**src/rtl/multi_key_debouncer.sv**
```systemverilog
// Debounces a scanned "key down" flag and its key code, and emits press, release
// and optional auto-repeat strobes.
module multi_key_debouncer #(
   parameter int CODE_W          = 4,
   parameter int DEBOUNCE_CYCLES = 12,
   parameter int CNT_W           = 20,
   parameter int REPEAT_EN       = 0,
   parameter int REPEAT_DELAY    = 40,
   parameter int REPEAT_PERIOD   = 16
) (
   input  logic              clk,
   input  logic              reset,
   input  logic              key_pressed,
   input  logic [CODE_W-1:0] key_code,
   output logic [CODE_W-1:0] code_out,
   output logic              press_pulse,
   output logic              release_pulse,
   output logic              repeat_pulse,
   output logic              held
);

   typedef enum logic [1:0] {
      IDLE       = 2'd0,
      DB_PRESS   = 2'd1,
      HELD       = 2'd2,
      DB_RELEASE = 2'd3
   } state_t;

   localparam logic [CNT_W-1:0] CNT_TERM = CNT_W'(DEBOUNCE_CYCLES - 1);

   state_t              state_reg, state_next;
   logic [CNT_W-1:0]    cnt_reg, cnt_next;
   logic [CODE_W-1:0]   cand_reg, cand_next;
   logic [CODE_W-1:0]   code_reg, code_next;
   logic                press_reg, press_next;
   logic                release_reg, release_next;

   always_ff @(posedge clk or posedge reset) begin
      if (reset) begin
         state_reg   <= IDLE;
         cnt_reg     <= '0;
         cand_reg    <= '0;
         code_reg    <= '1;
         press_reg   <= 1'b0;
         release_reg <= 1'b0;
      end else begin
         state_reg   <= state_next;
         cnt_reg     <= cnt_next;
         cand_reg    <= cand_next;
         code_reg    <= code_next;
         press_reg   <= press_next;
         release_reg <= release_next;
      end
   end

   always_comb begin
      state_next   = state_reg;
      cnt_next     = cnt_reg;
      cand_next    = cand_reg;
      code_next    = code_reg;
      press_next   = 1'b0;
      release_next = 1'b0;
      case (state_reg)
         IDLE: begin
            cnt_next = '0;
            if (key_pressed) begin
               state_next = DB_PRESS;
               cand_next  = key_code;
            end
         end
         DB_PRESS: begin
            if (!key_pressed) begin
               state_next = IDLE;
               cnt_next   = '0;
            end else if (key_code != cand_reg) begin
               // a changing code restarts the stability window
               cand_next = key_code;
               cnt_next  = '0;
            end else if (cnt_reg == CNT_TERM) begin
               state_next = HELD;
               cnt_next   = '0;
               code_next  = cand_reg;
               press_next = 1'b1;
            end else begin
               cnt_next = cnt_reg + 1'b1;
            end
         end
         HELD: begin
            if (!key_pressed) begin
               state_next = DB_RELEASE;
               cnt_next   = '0;
            end
         end
         DB_RELEASE: begin
            if (key_pressed) begin
               state_next = HELD;
               cnt_next   = '0;
            end else if (cnt_reg == CNT_TERM) begin
               state_next   = IDLE;
               cnt_next     = '0;
               release_next = 1'b1;
            end else begin
               cnt_next = cnt_reg + 1'b1;
            end
         end
         default: begin
            state_next = IDLE;
            cnt_next   = '0;
         end
      endcase
   end

   generate
      if (REPEAT_EN != 0) begin : g_repeat
         localparam logic [CNT_W-1:0] DELAY    = CNT_W'(REPEAT_DELAY);
         localparam logic [CNT_W-1:0] PER_TERM = CNT_W'(REPEAT_PERIOD - 1);

         logic [CNT_W-1:0] rcnt_reg, rcnt_next, rcnt_inc;
         logic [CNT_W-1:0] pcnt_reg, pcnt_next;
         logic             repeat_reg, repeat_next;
         logic             past_delay;

         always_ff @(posedge clk or posedge reset) begin
            if (reset) begin
               rcnt_reg   <= '0;
               pcnt_reg   <= '0;
               repeat_reg <= 1'b0;
            end else begin
               rcnt_reg   <= rcnt_next;
               pcnt_reg   <= pcnt_next;
               repeat_reg <= repeat_next;
            end
         end

         // rcnt measures time held; pcnt tracks phase within the repeat period
         always_comb begin
            rcnt_next   = rcnt_reg;
            pcnt_next   = pcnt_reg;
            repeat_next = 1'b0;
            rcnt_inc    = (rcnt_reg == '1) ? rcnt_reg : rcnt_reg + 1'b1;
            past_delay  = (rcnt_reg >= DELAY);
            if (press_next) begin
               rcnt_next = '0;
               pcnt_next = '0;
            end else if (state_reg == HELD && key_pressed) begin
               // a cycle leaving HELD is not counted so no strobe lands in DB_RELEASE
               rcnt_next = rcnt_inc;
               if (past_delay ? (pcnt_reg == PER_TERM) : (rcnt_inc == DELAY)) begin
                  repeat_next = 1'b1;
                  pcnt_next   = '0;
               end else if (past_delay) begin
                  pcnt_next = pcnt_reg + 1'b1;
               end
            end
         end

         assign repeat_pulse = repeat_reg;
      end else begin : g_no_repeat
         assign repeat_pulse = 1'b0;
      end
   endgenerate

   assign code_out      = code_reg;
   assign press_pulse   = press_reg;
   assign release_pulse = release_reg;
   assign held          = (state_reg == HELD) || (state_reg == DB_RELEASE);

endmodule

```
**config.mk**
```make
export PLATFORM = sky130hd
export DESIGN_NAME = multi_key_debouncer
export DESIGN_NICKNAME = d
export VERILOG_FILES = /design/src/rtl/multi_key_debouncer.sv
export SDC_FILE = /design/constraint.sdc
export NUM_CORES = 1
export LEC_CHECK = 0
export CORE_MARGIN = 2
export CORE_UTILIZATION = 45
export DETAILED_ROUTE_END_ITERATION = 10
export PLACE_DENSITY = 0.66
export REMOVE_ABC_BUFFERS = 1
export SYNTH_ARGS = -nofsm -noshare
export SYNTH_HDL_FRONTEND = slang
export SYNTH_SLANG_ARGS = --single-unit
```
**constraint.sdc**
```tcl
create_clock -name clk -period 2.3 [get_ports clk]
set_input_delay 0.46 -clock clk [delete_from_list [all_inputs] [get_ports clk]]
set_output_delay 0.46 -clock clk [all_outputs]
set_load 0.05 [all_outputs]
```
---- Yosys cells after proc, flatten, opt, wreduce, memory -nomap -nowiden ----
Cells that the tools add are included.
word-level totals
  flip-flop bits (word level) ............. 32
  bits of input ports ..................... 7
operators by class
  $add $sub $neg .......................... 1
  equality and inequality tests ........... 12
  mux-type cells .......................... 24
  bitwise gates (word level) .............. 1
  reduce and logical (&&, ||, !) cells .... 6
operators by type and width
  operator                                               count
  2-to-1 mux 20 bit                                      5
  case mux 20 bit (4 select lines)                       1
  adder 20 x 1 -> 20 bit (second input constant)         1
  equality test 20 x 4 -> 1 bit (second input constant)  1
  2-to-1 mux 2 bit                                       7
  2-to-1 mux 4 bit                                       3
  inequality test 3 bit (second input constant)          3
  inequality test 2 bit (second input constant)          4
  case mux 2 bit (4 select lines)                        1
  case mux 4 bit (2 select lines)                        1
  AND reduction 4 bit                                    2
  2-to-1 mux 1 bit                                       6
  AND reduction 5 bit                                    1
  equality test 2 bit (second input constant)            2
  inequality test 4 bit                                  1
  equality test 2 x 1 -> 1 bit (second input constant)   1
  zero test 2 bit                                        1
  nonzero test 2 bit                                     1
  logical OR 1 bit                                       1
  inverter 1 bit                                         1

---- Logic depth before layout (Yosys ltp) ----
  word-level depth ........................ 5
  mapped depth ............................ 7
  depth with buffers taken out ............ 6

---- Worst setup path after synthesis ----
No wires, ideal clock.
  path type ............................... input-to-reg
  start point ............................. input key_code[2]
  end point ............................... register cnt_reg[18]
  setup time .............................. 87 ps
  data arrival time ....................... 1,663 ps
  required time ........................... 2,213 ps
  setup slack ............................. 550 ps
  stages .................................. 5
  path buffers ............................ 0
  cell sequence ........................... xor2_1 -> nor4_4 -> a21boi_2 -> or4_1 -> o211ai_1
between the ends
  longest elaborated chain between the ends .. 4
ends and longest elaborated chain
  element                           line  text
  start, declared                   14    input logic [CODE_W-1:0] key_code,
  inequality test 4 bit             75    end else if (key_code != cand_reg) begin
  2-to-1 mux 20 bit                 75
  2-to-1 mux 20 bit                 72    if (!key_pressed) begin
  case mux 20 bit (4 select lines)  63    case (state_reg)
  end signal, assigned              48    cnt_reg <= cnt_next;
  end, declared                     32    logic [CNT_W-1:0] cnt_reg, cnt_next;
No other way between the ends.
A chain may end at the register's enable or synchronous reset.

---- Worst setup path after layout ----
  start point ............................. register cnt_reg[10]
  end point ............................... register cnt_reg[5]
between the ends
  longest elaborated chain between the ends .. 5
  elaborated cells on any way between the ends .. 6
ends and longest elaborated chain
  element                               line
  equality test 20 x 4 -> 1 bit (*)     79, 98
  2-to-1 mux 20 bit (*)                 79, 98
  2-to-1 mux 20 bit                     75
  2-to-1 mux 20 bit                     72
  case mux 20 bit (4 select lines) (*)  63
Every way passes the cells marked *; elsewhere a longest branch is shown, timed or not.

==> summary.md <==
| Metric | Value |
|---|---|
| Placed inst area | slightly above 2000 um2 |
| RR Endpoint | cnt_reg[5] |
| Part of the power in combinational logic | 0.087 |
| Largest net degree at the start of global routing | 33 |
| Post-synth ARST share | 1.00 |
| Worst reg2reg path startpoint | cnt_reg[10] |
| Core area | between 3000 and 4000 um2 |
| Mean Syn Cell Area | 9.96 um2 |
| FMAX | roughly 470 MHz |
| Min cycle time layout | roughly 2.1 ns |
| Post-DRT Antenna Nets | 0 |
| Most frequent cells in the layout | dfrtp_1 (28), nand2_1 (27), clkdlybuf4s50_1 (13) |
| Gr usage total | 0.195 |
| WL final | about 4000 um |
| Internal | 0.000852 W |
| Clk_lat worst skew | around 0.28 ns |
| Pwr/cell area | ~520 nW/um2 |
| Maximum clock insertion buffer count | 2 |
| R2R Setup Slk | about 0.18 ns |
| FP Rows | 23 |
| Mapped cell area | ~1900 um2 |
| CP max-delay cell | nor4_1 |
| Crit path capture type | register |
| Leading post-synthesis cells by cell area | dfrtp_1 (38%), dfstp_2 (5.7%), nand2_1 (5.5%), a21o_1 (3.2%), a221o_1 (2.7%) |
| Max stage delay on crit path | ~0.51 ns |
| CTS Buf Count | 5 |
| Register area share after synthesis | 0.435 |
| Count of cell types in the netlist | 48 |
| Chip height | approximately 68 um |
| CP startpoint | cnt_reg[10] |
| First-pass DRT Iterations | 5 |
| Routed len/inst | 15.5 um |
| Final Max Tran Viols | 0 |
| DRC viols | 0 |
| Endpoints failing setup | 0 |
| WP data arrival | ~2.3 ns |
| Setup_tns | 0 ns |
| Clock power share | 0.391 |
| Fin. Hold Viols | 0 |
| Synth warn | 0 |
| Hold-fix buffers, CTS | 0 |
| Max VDD drop | about 320 uV |
| Period utilization | 0.924 |
| Unrepaired setup endpoints after global routing | false |
| Via density per instance | 6.04 |
| Static Leak | around 0.96 nW |
| Max reg flops | 20 |
| Dpl hpwl | 2800 um |
| Post-Route Utilization | 0.534 |
| Sw power | 0.000261 W |
| Prevailing post-synth register cell | dfrtp_1 |
| Port Buffers | 13 |
| DR vias | roughly 1.5k |
| Commonest non-fill, non-tap cell in the layout | dfrtp_1 |
| Biggest area consumer among synthesized cells | dfrtp_1 |
| Area Overhead vs Synth | 14.4% |
| Total die area | 4650 um2 |
| Cell Chain, Critical Path | nor4_1, and4_1, a21o_1, buf_4, nor3_1, a211o_1 |
| Floorplan die width | a little under 70 um |
| Sw Ratio | 0.235 |
| Post-CTS setup buffers | 0 |
| Slew headroom | 0.596 |
| Kind of critical path | reg2reg |
| Synth Instances | roughly 190 |
| Post-CTS sizing | 0 |
| Path depth of the worst reg2reg path | 6 |
| CTS H-tree depth | 2 |
| Share of the synthesized area in the top cell type | 0.378 |
| Fillers | approximately 360 |
| EDFF count, synth | 0 |
| CTS root buf | clkbuf_8 |
| CP Data Required Time | between 2 and 2.5 ns |
| Fin nets | roughly 210 |
| Seq cells post-synth | 32 |
| Design Area, Final | 2120 um2 |
| Crit path max fanout | 16 |
| Hold WC Path Type | reg2reg |
| Fin Hold WS | around 0.52 ns |
| Worst setup path end | cnt_reg[5] |
| DR iter-0 viols | roughly 140 |
| Slew @ Worst Pin | between 0.6 and 0.7 ns |
| First-pass GRT wire length | between 6000 and 7000 um |
| Ant diodes | 0 |
| Initial antenna violation count | 0 |
| Status | completed |
| CTS sink count | 32 |
| Ratio of cells with drive above 1 in the final layout | 0.155 |
| Worst Hold Path Cells | 2 |
| Crit path launch type | register |
| Grt ovf | 0 |
| Io pins | 15 |
| Clock-pin slew on the worst setup and hold paths | approximately 0.060 ns |
| Clk_skew | between 0.004 and 0.005 ns |
| Initial Utilization | 0.467 |
| # Max-Cap Violations | 0 |
| GP Congestion | ~0.87 |
| Vias in the first global route | ~1.5k |
| CTS tree | built |
| Sequential Power Share | 0.521 |
==> routing by layer <==
layer | GRT usage | share of wire
met1 | 0.251 | 0.45
met2 | 0.313 | 0.47
met3 | 0.0428 | 0.064
met4 | 0.0850 | 0.016
met5 | 0 | 0
==> kinds of logic (layout without fill, tap and decap cells) <==
logic type               count (synthesis)  count (layout)  synth area share
AO/OA/AOI/OAI                           36              36             0.158
flip-flops                              32              32             0.435
AND/OR/NAND/NOR                         94              94             0.303
XOR/XNOR                                 4               4            0.0189
adder cells (fa/ha/maj)                  1               1           0.00675
other                                    1               1           0.00202
multiplexers                             4               4            0.0243
buffers and inverters                   14              34            0.0527
==> through the flow <==
step | power [W] | setup WS [ns] | std cells
2_1_floorplan | 0.000646 | 0.135 | 176
3_3_place_gp | 0.000686 | 0.0407 | 248
3_5_place_dp | 0.000688 | 0.00672 | 248
4_1_cts | 0.00113 | 0.221 | 256
5_1_grt | 0.00117 | 0.0980 | 256
6_report | 0.00111 | 0.175 | 256
==> synth_stat cells, drive strengths merged, types with 2 or more instances <==
| cell | instances |
|---|---|
| mux2 | 4 |
| or2 | 3 |
| a21o | 8 |
| nor4bb | 2 |
| dfrtp | 28 |
| o21ai | 4 |
| nor4 | 8 |
| clkbuf | 3 |
| nor2b | 2 |
| a22o | 2 |
| buf | 7 |
| inv | 4 |
| dfstp | 4 |
| o22a | 2 |
| xor2 | 4 |
| nand4 | 6 |
| and4 | 5 |
| nor2 | 6 |
| nand3 | 8 |
| a221o | 5 |
| and3 | 7 |
| nand2 | 27 |
| nor3 | 9 |
| nor4b | 5 |
| a211o | 2 |
| o31ai | 5 |
| nand2b | 2 |
| a211oi | 3 |
==> power groups by stage <==
stage          Clock, W  Sequential [W]  Combinational [W]
2_1_floorplan         0        0.000590          0.0000566
3_3_place_gp          0        0.000590          0.0000959
3_5_place_dp          0        0.000590          0.0000978
4_1_cts        0.000447        0.000580          0.0000986
5_1_grt        0.000481        0.000581           0.000108
6_report       0.000436        0.000580          0.0000973
==> final cells by class <==
type / instances / area, um2 / share of cell area
clock buffer: 8 / 90.1 / 0.0425
timing repair buffer: 22 / 198 / 0.0932
tap: 50 / 62.6 / 0.0295
multi-input combinational: 140 / 950 / 0.448
inverter: 4 / 15.0 / 0.00708
sequential: 32 / 806 / 0.380
==> worst min-delay path by stage <==
stage	start	endpoint	slack, ns
after floorplan	cand_reg[0]	cand_reg[0]	0.48
after global placement	cand_reg[0]	cand_reg[0]	0.50
after detailed placement	cand_reg[1]	cand_reg[1]	0.51
after CTS	cand_reg[1]	cand_reg[1]	0.52
after global routing	cand_reg[1]	cand_reg[1]	0.56
final	cand_reg[1]	cand_reg[1]	0.52
==> worst max-delay path, delay by kind of cell (launching register included) <==
family / cells / cell delay (ns)
compound gates: 2 / 0.44
buf+inv: 1 / 0.23
flops: 1 / 0.45
simple gates: 3 / 0.87
Note: power is estimated with default switching activity, not from simulation.
